### src/rtl/friscv_dispatch_scoreboard.sv
// In-order dispatch queue with per-register reservation counters for RAW/WAW hazard tracking.
// Optional hazard-stall statistics counter enabled by defining FRISCV_DISPATCH_STATS_EN.
module friscv_dispatch_scoreboard #(
  parameter int unsigned NB_UNIT     = 4,
  parameter int unsigned INST_W      = 128,
  parameter int unsigned QUEUE_DEPTH = 4,
  parameter int unsigned CNT_W       = 3,
  parameter int unsigned NB_REG      = 32,
  localparam int unsigned UNIT_W     = (NB_UNIT > 1) ? $clog2(NB_UNIT) : 1
) (
  input  logic                 aclk,
  input  logic                 srst,
  input  logic                 flush,
  input  logic                 in_valid,
  output logic                 in_ready,
  input  logic [INST_W-1:0]    in_inst,
  input  logic [UNIT_W-1:0]    in_unit,
  input  logic [4:0]           in_rs1,
  input  logic [4:0]           in_rs2,
  input  logic [4:0]           in_rd,
  input  logic                 in_rd_en,
  output logic [NB_UNIT-1:0]   out_valid,
  input  logic [NB_UNIT-1:0]   out_ready,
  output logic [INST_W-1:0]    out_inst,
  input  logic [NB_UNIT-1:0]   wb_wr,
  input  logic [NB_UNIT*5-1:0] wb_addr,
  output logic [NB_REG-1:0]    rsvd_regs,
  output logic                 busy,
  output logic [1:0]           err,
  output logic [31:0]          stall_cnt
);

  localparam int unsigned PTR_W   = $clog2(QUEUE_DEPTH);
  localparam int          CNT_MAX = (1 << CNT_W) - 1;

  // Queue storage (payload fields are not reset; validity comes from r_count)
  logic [INST_W-1:0] r_q_inst  [QUEUE_DEPTH];
  logic [UNIT_W-1:0] r_q_unit  [QUEUE_DEPTH];
  logic [4:0]        r_q_rs1   [QUEUE_DEPTH];
  logic [4:0]        r_q_rs2   [QUEUE_DEPTH];
  logic [4:0]        r_q_rd    [QUEUE_DEPTH];
  logic              r_q_rd_en [QUEUE_DEPTH];

  logic [PTR_W-1:0]  r_wr_ptr;
  logic [PTR_W-1:0]  r_rd_ptr;
  logic [PTR_W:0]    r_count;

  logic [CNT_W-1:0]  r_cnt     [NB_REG];
  logic [CNT_W-1:0]  w_cnt_nxt [NB_REG];
  logic [1:0]        r_err;

  logic              w_empty;
  logic              w_full;
  logic              w_push;
  logic              w_pop;
  logic              w_issue;
  logic              w_hazard;
  logic              w_bad_unit;
  logic              w_underflow;

  logic [UNIT_W-1:0] w_head_unit;
  logic [4:0]        w_head_rs1;
  logic [4:0]        w_head_rs2;
  logic [4:0]        w_head_rd;
  logic              w_head_rd_en;

  logic [NB_REG-1:0] w_rsvd;
  logic [31:0]       w_rsvd_ext;
  logic [31:0]       w_max_ext;
  int                w_sum;
  int                w_dec;

  assign w_empty  = (r_count == '0);
  assign w_full   = (r_count == (PTR_W+1)'(QUEUE_DEPTH));
  assign in_ready = !w_full;
  assign w_push   = in_valid && in_ready && !flush;

  assign w_head_unit  = r_q_unit[r_rd_ptr];
  assign w_head_rs1   = r_q_rs1[r_rd_ptr];
  assign w_head_rs2   = r_q_rs2[r_rd_ptr];
  assign w_head_rd    = r_q_rd[r_rd_ptr];
  assign w_head_rd_en = r_q_rd_en[r_rd_ptr];
  assign out_inst     = r_q_inst[r_rd_ptr];

  // Reservation status widened to the full 5-bit register address space
  always_comb begin
    w_rsvd     = '0;
    w_rsvd_ext = '0;
    w_max_ext  = '0;
    for (int r = 1; r < NB_REG; r++) begin
      w_rsvd[r]     = (r_cnt[r] != '0);
      w_rsvd_ext[r] = (r_cnt[r] != '0);
      w_max_ext[r]  = (r_cnt[r] == CNT_W'(CNT_MAX));
    end
  end

  assign rsvd_regs = w_rsvd;
  assign busy      = !w_empty || (|w_rsvd);
  assign err       = r_err;

  always_comb begin
    w_hazard = 1'b0;
    if (w_head_rs1 != 5'd0 && w_rsvd_ext[w_head_rs1]) w_hazard = 1'b1;
    if (w_head_rs2 != 5'd0 && w_rsvd_ext[w_head_rs2]) w_hazard = 1'b1;
    if (w_head_rd_en && w_head_rd != 5'd0 &&
        (w_rsvd_ext[w_head_rd] || w_max_ext[w_head_rd])) begin
      w_hazard = 1'b1;
    end
  end

  // Out-of-range unit index drains the head without issuing it
  assign w_bad_unit = !w_empty && (32'(w_head_unit) >= NB_UNIT);

  always_comb begin
    out_valid = '0;
    if (!w_empty && !w_hazard && !w_bad_unit) begin
      out_valid[w_head_unit] = 1'b1;
    end
  end

  assign w_issue = |(out_valid & out_ready);
  assign w_pop   = w_issue || w_bad_unit;

  always_ff @(posedge aclk) begin
    if (srst || flush) begin
      r_wr_ptr <= '0;
      r_rd_ptr <= '0;
      r_count  <= '0;
    end else begin
      if (w_push) r_wr_ptr <= r_wr_ptr + 1'b1;
      if (w_pop)  r_rd_ptr <= r_rd_ptr + 1'b1;
      case ({w_push, w_pop})
        2'b10:   r_count <= r_count + 1'b1;
        2'b01:   r_count <= r_count - 1'b1;
        default: r_count <= r_count;
      endcase
    end
  end

  always_ff @(posedge aclk) begin
    if (w_push) begin
      r_q_inst[r_wr_ptr]  <= in_inst;
      r_q_unit[r_wr_ptr]  <= in_unit;
      r_q_rs1[r_wr_ptr]   <= in_rs1;
      r_q_rs2[r_wr_ptr]   <= in_rs2;
      r_q_rd[r_wr_ptr]    <= in_rd;
      r_q_rd_en[r_wr_ptr] <= in_rd_en;
    end
  end

  // Issue increment and all write-back decrements combine before clamping
  always_comb begin
    w_underflow = 1'b0;
    w_sum       = 0;
    w_dec       = 0;
    for (int r = 0; r < NB_REG; r++) begin
      w_dec = 0;
      for (int u = 0; u < NB_UNIT; u++) begin
        if (wb_wr[u] && (wb_addr[u*5 +: 5] == 5'(r))) w_dec = w_dec + 1;
      end
      w_sum = int'(r_cnt[r]) - w_dec;
      if (w_issue && w_head_rd_en && (w_head_rd == 5'(r))) w_sum = w_sum + 1;
      if (r == 0) begin
        w_cnt_nxt[r] = '0;
      end else if (w_sum < 0) begin
        w_cnt_nxt[r] = '0;
        w_underflow  = 1'b1;
      end else if (w_sum > CNT_MAX) begin
        w_cnt_nxt[r] = CNT_W'(CNT_MAX);
      end else begin
        w_cnt_nxt[r] = CNT_W'(w_sum);
      end
    end
  end

  always_ff @(posedge aclk) begin
    if (srst) begin
      for (int r = 0; r < NB_REG; r++) r_cnt[r] <= '0;
      r_err <= '0;
    end else begin
      for (int r = 0; r < NB_REG; r++) r_cnt[r] <= w_cnt_nxt[r];
      r_err <= r_err | {w_bad_unit, w_underflow};
    end
  end

`ifdef FRISCV_DISPATCH_STATS_EN
  logic [31:0] r_stall_cnt;

  always_ff @(posedge aclk) begin
    if (srst) begin
      r_stall_cnt <= '0;
    end else if (!w_empty && w_hazard && (r_stall_cnt != '1)) begin
      r_stall_cnt <= r_stall_cnt + 32'd1;
    end
  end

  assign stall_cnt = r_stall_cnt;
`else
  assign stall_cnt = '0;
`endif

endmodule
### config.mk
export PLATFORM = sky130hd
export DESIGN_NAME = friscv_dispatch_scoreboard
export DESIGN_NICKNAME = d
export VERILOG_FILES = /design/src/rtl/friscv_dispatch_scoreboard.sv
export SDC_FILE = /design/constraint.sdc
export NUM_CORES = 1
export LEC_CHECK = 0
export ABC_CLOCK_PERIOD_IN_PS = 6650
export CAP_MARGIN = 0
export CORE_ASPECT_RATIO = 0.7
export CORE_MARGIN = 2
export CORE_UTILIZATION = 58
export CTS_CLUSTER_DIAMETER = 150
export DETAILED_ROUTE_END_ITERATION = 10
export PLACE_DENSITY_LB_ADDON = 0.3
export SLEW_MARGIN = 25
export SYNTH_ARGS = -nofsm -noshare
export SYNTH_HDL_FRONTEND = slang
export SYNTH_SLANG_ARGS = --single-unit
### constraint.sdc
create_clock -name aclk -period 6.65 [get_ports aclk]
set_input_delay 1.6625 -clock aclk [delete_from_list [all_inputs] [get_ports aclk]]
set_output_delay 1.6625 -clock aclk [all_outputs]
set_load 0.05 [all_outputs]
==> metrics.yaml <==
synthesis:
  synth-edff-count: 584
  ys_seq_elements: 687
  syn_area_um2: 38230
  synthFlopType: "edfxtp_1"
  async_reset_ff_share_pct: 0
  ys_seq_area_share_pct: 51.27
  syn_inst: 3045
  syn_area_per_cell_um2: 12.55
  ys_types: 91
  yosysWarnings: 0
cts:
  cts_tree: "yes"
  htree_levels: 3
  cts_made_buffers: 67
  holdBufCountCts: 0
  ctsLongestPathBuffers: 3
  root_buffer: "clkbuf_16"
  postCtsSetupRepairBufs: 0
  clk_pin_slew_ns: 0.07
  clock_latency_ns: 0.63
  cts_repair_resize_count: 0
  clock-sinks: 687
sta:
  hold_ws_ns: 0.5268
  fin_crit_sh_pct: 97.75
  worstMarginPinSlew_ns: 1.204
  rsz0062_at_grt: "no"
  finalSetupTns_ns: 0
  relSlewSlack_pct: 18.98
  finalMaxSlewViolations: 0
  hold_viol_final: 0
  finClkSkew_ns: 0.01382
  fmax_mhz: 153.8
  setup_violations: 0
  period_minus_slack_ns: 6.501
global_route:
  grt_overflow_total: 0
  grt_max_degree: 95
  grt_pass1_vias: 27460
  grt_first_pass_wirelength_um: 165800
  antenna_found_initial: 10
  grt_usage_pct: 32.61
placement:
  gp_congestion: 1.015
  place_area_um2: 43460
  port_buffers: 343
  dp.final_hpwl_um: 81170
power:
  pwr_density_cell_nw_per_um2: 256.5
  total_power_mw: 11.71
  ir_worst_vdd_v: 0.0003348
  leakage_nw: 17.18
worst_setup_path:
  crit_required_ns: 4.99
  critPathKind: "reg2out"
  worst-path-max-fanout: 32
  crit_path_start_kind: "flip-flop"
  endpoint_kind: "output pin"
  rrSetupSlack_ns: 0.90
  arrival_ns: 4.84
route:
  first_pass_iters: 6
  top_layer: "met5"
  final_antenna_net_count: 0
  dr_wl_met3_um: 11960
  drt_iter0_drc: 3193
  via_per_inst: 6.230
  via_count: 27870
  wl_per_cell_um: 25.25
  wl_met1_um: 44590
  drc: 0
  wl_met2_um: 52880
  routed_wl_um: 113000
outcome:
  outcome: "completed"
floorplanning:
  die_x_um: 310.9
  dieArea_um2: 68020
  die_h_um: 218.8
  coreArea_um2: 65000
  initial_core_util_pct: 58.82
  ios: 378
  rows: 78
layout:
  drive_gt1_share_pct: 12.70
  areaGrowthSynthToFinish_pct: 19.41
  nets: 3993
  final_area_um2: 45650
worst_hold_path:
  hp-class: "reg2reg"
flow_run:
  max_cap_viol_count: 0
[cells in the mapped netlist, types with 10 or more instances]
library cell / number / area, um^2
nand2b_1: 31 / 193.9
a31oi_1: 42 / 262.8
a21oi_1: 105 / 525.5
nand2_1: 227 / 852.1
xnor2_1: 128 / 1121
mux2i_1: 94 / 940.9
nor3_1: 67 / 335.3
a211oi_1: 15 / 112.6
and3_1: 28 / 175.2
nand3b_1: 10 / 75.07
or2_2: 14 / 87.58
nand4_1: 35 / 219.0
xor2_1: 72 / 630.6
mux4_2: 154 / 3468
fa_1: 32 / 640.6
or3_1: 20 / 125.1
o22ai_1: 11 / 68.82
clkbuf_1: 53 / 198.9
ha_1: 251 / 3141
nand3_1: 125 / 625.6
a311oi_1: 10 / 87.58
o21a_1: 25 / 187.7
dfxtp_1: 103 / 2062
inv_1: 222 / 833.3
a21o_1: 37 / 277.8
edfxtp_1: 584 / 17540
buf_1: 13 / 48.80
buf_4: 39 / 292.8
buf_2: 20 / 100.1
and2_1: 18 / 112.6
nor2b_1: 48 / 300.3
nor3b_1: 21 / 157.7
nor2_1: 159 / 596.8
o21ai_0: 70 / 350.3
nor4_1: 14 / 87.58
mux2_2: 11 / 123.9
[path summary, 6_finish.rpt]
kind	startpoint	to	cells after the start
max	flip-flop	out_valid[2]	9
min reg2reg	r_wr_ptr[1]	r_wr_ptr[1]	2
max reg2reg	flip-flop	err[0]	13
min	r_wr_ptr[1]	r_wr_ptr[1]	2
[cells by family after synthesis]
group,share of synthesized area (%)
xor+xnor,4.582
mux,12.09
buf+inv,3.973
flops,51.27
fa+ha+maj,9.891
other cells,0.01964
compound gates,6.880
simple gates,11.29
[worst max-delay path, cell delays in order, from the launching register on]
cell and delay [ns]:
dfxtp_4 0.62, mux4_2 0.96, or2_1 0.60, nor3_1 0.29, a211oi_1 0.08, a211oi_2 0.49, nor3_4 0.08, or3_1 0.51
nor3b_1 0.30, buf_4 0.25
[per-stage QoR]
step / cells / util, % / setup WS (ns)
after floorplan: 3106 / - / 0.8007
after global placement: 4343 / 66.85 / -0.4058
after detailed placement: 4343 / 66.86 / -0.4399
after CTS: 4463 / 70.15 / 0.06183
after global routing: 4472 / 70.23 / 0.008099
final: 4473 / 70.23 / 0.1493
[flip-flops by register name (all words and copies together), names as in the netlist, 3 cells and up, named ones only]
signal     count
r_q_unit       8
r_q_rs2       20
r_cnt         93
r_count        3
r_q_rd        20
r_q_inst     512
r_q_rd_en      4
r_q_rs1       20
[cells in the final DEF (no fill, tap or decap), types with 14 or more instances in the layout]
cell type / n
edfxtp_1: 584
clkdlybuf4s50_1: 339
ha_1: 251
nand2_1: 227
inv_1: 222
nor2_1: 158
mux4_2: 154
buf_4: 143
xnor2_1: 128
nand3_1: 125
a21oi_1: 105
dfxtp_1: 101
mux2i_1: 94
xor2_1: 72
o21ai_0: 70
clkbuf_16: 68
conb_1: 63
nor3_1: 62
nor2b_1: 48
a31oi_1: 42
a21o_1: 37
nand4_1: 35
fa_1: 32
nand2b_1: 31
and3_1: 28
o21a_1: 25
nor3b_1: 21
or3_1: 20
and2_1: 14
or2_2: 14
a211oi_1: 14
clkinv_1: 14
[layout make-up]
| cell class | count | area (um^2) |
|---|---|---|
| multi-input cells | 2068 | 17400 |
| repair buffers | 486 | 4547 |
| clock inverters | 42 | 400.4 |
| flip-flops and latches | 687 | 19610 |
| well taps | 880 | 1101 |
| clock buffers | 78 | 1739 |
| diodes | 10 | 25.02 |
| fillers | 4446 | 19350 |
| inverters | 222 | 833.3 |
[where the power goes]
part | switching [mW] | internal (mW) | leakage, nW
clock network | 1.70 | 2.10 | 1.03
logic | 1.86 | 1.10 | 9.99
registers | 0.116 | 4.83 | 6.15
total | 3.68 | 8.03 | 17.2
[routing by layer]
metal	vias to the layer above	global-route usage, %
li1	12270	-
met1	13890	43.40
met2	1482	52.44
met3	232	8.855
met4	2	10.64
met5	-	0
(Power assumes the default switching activity.)
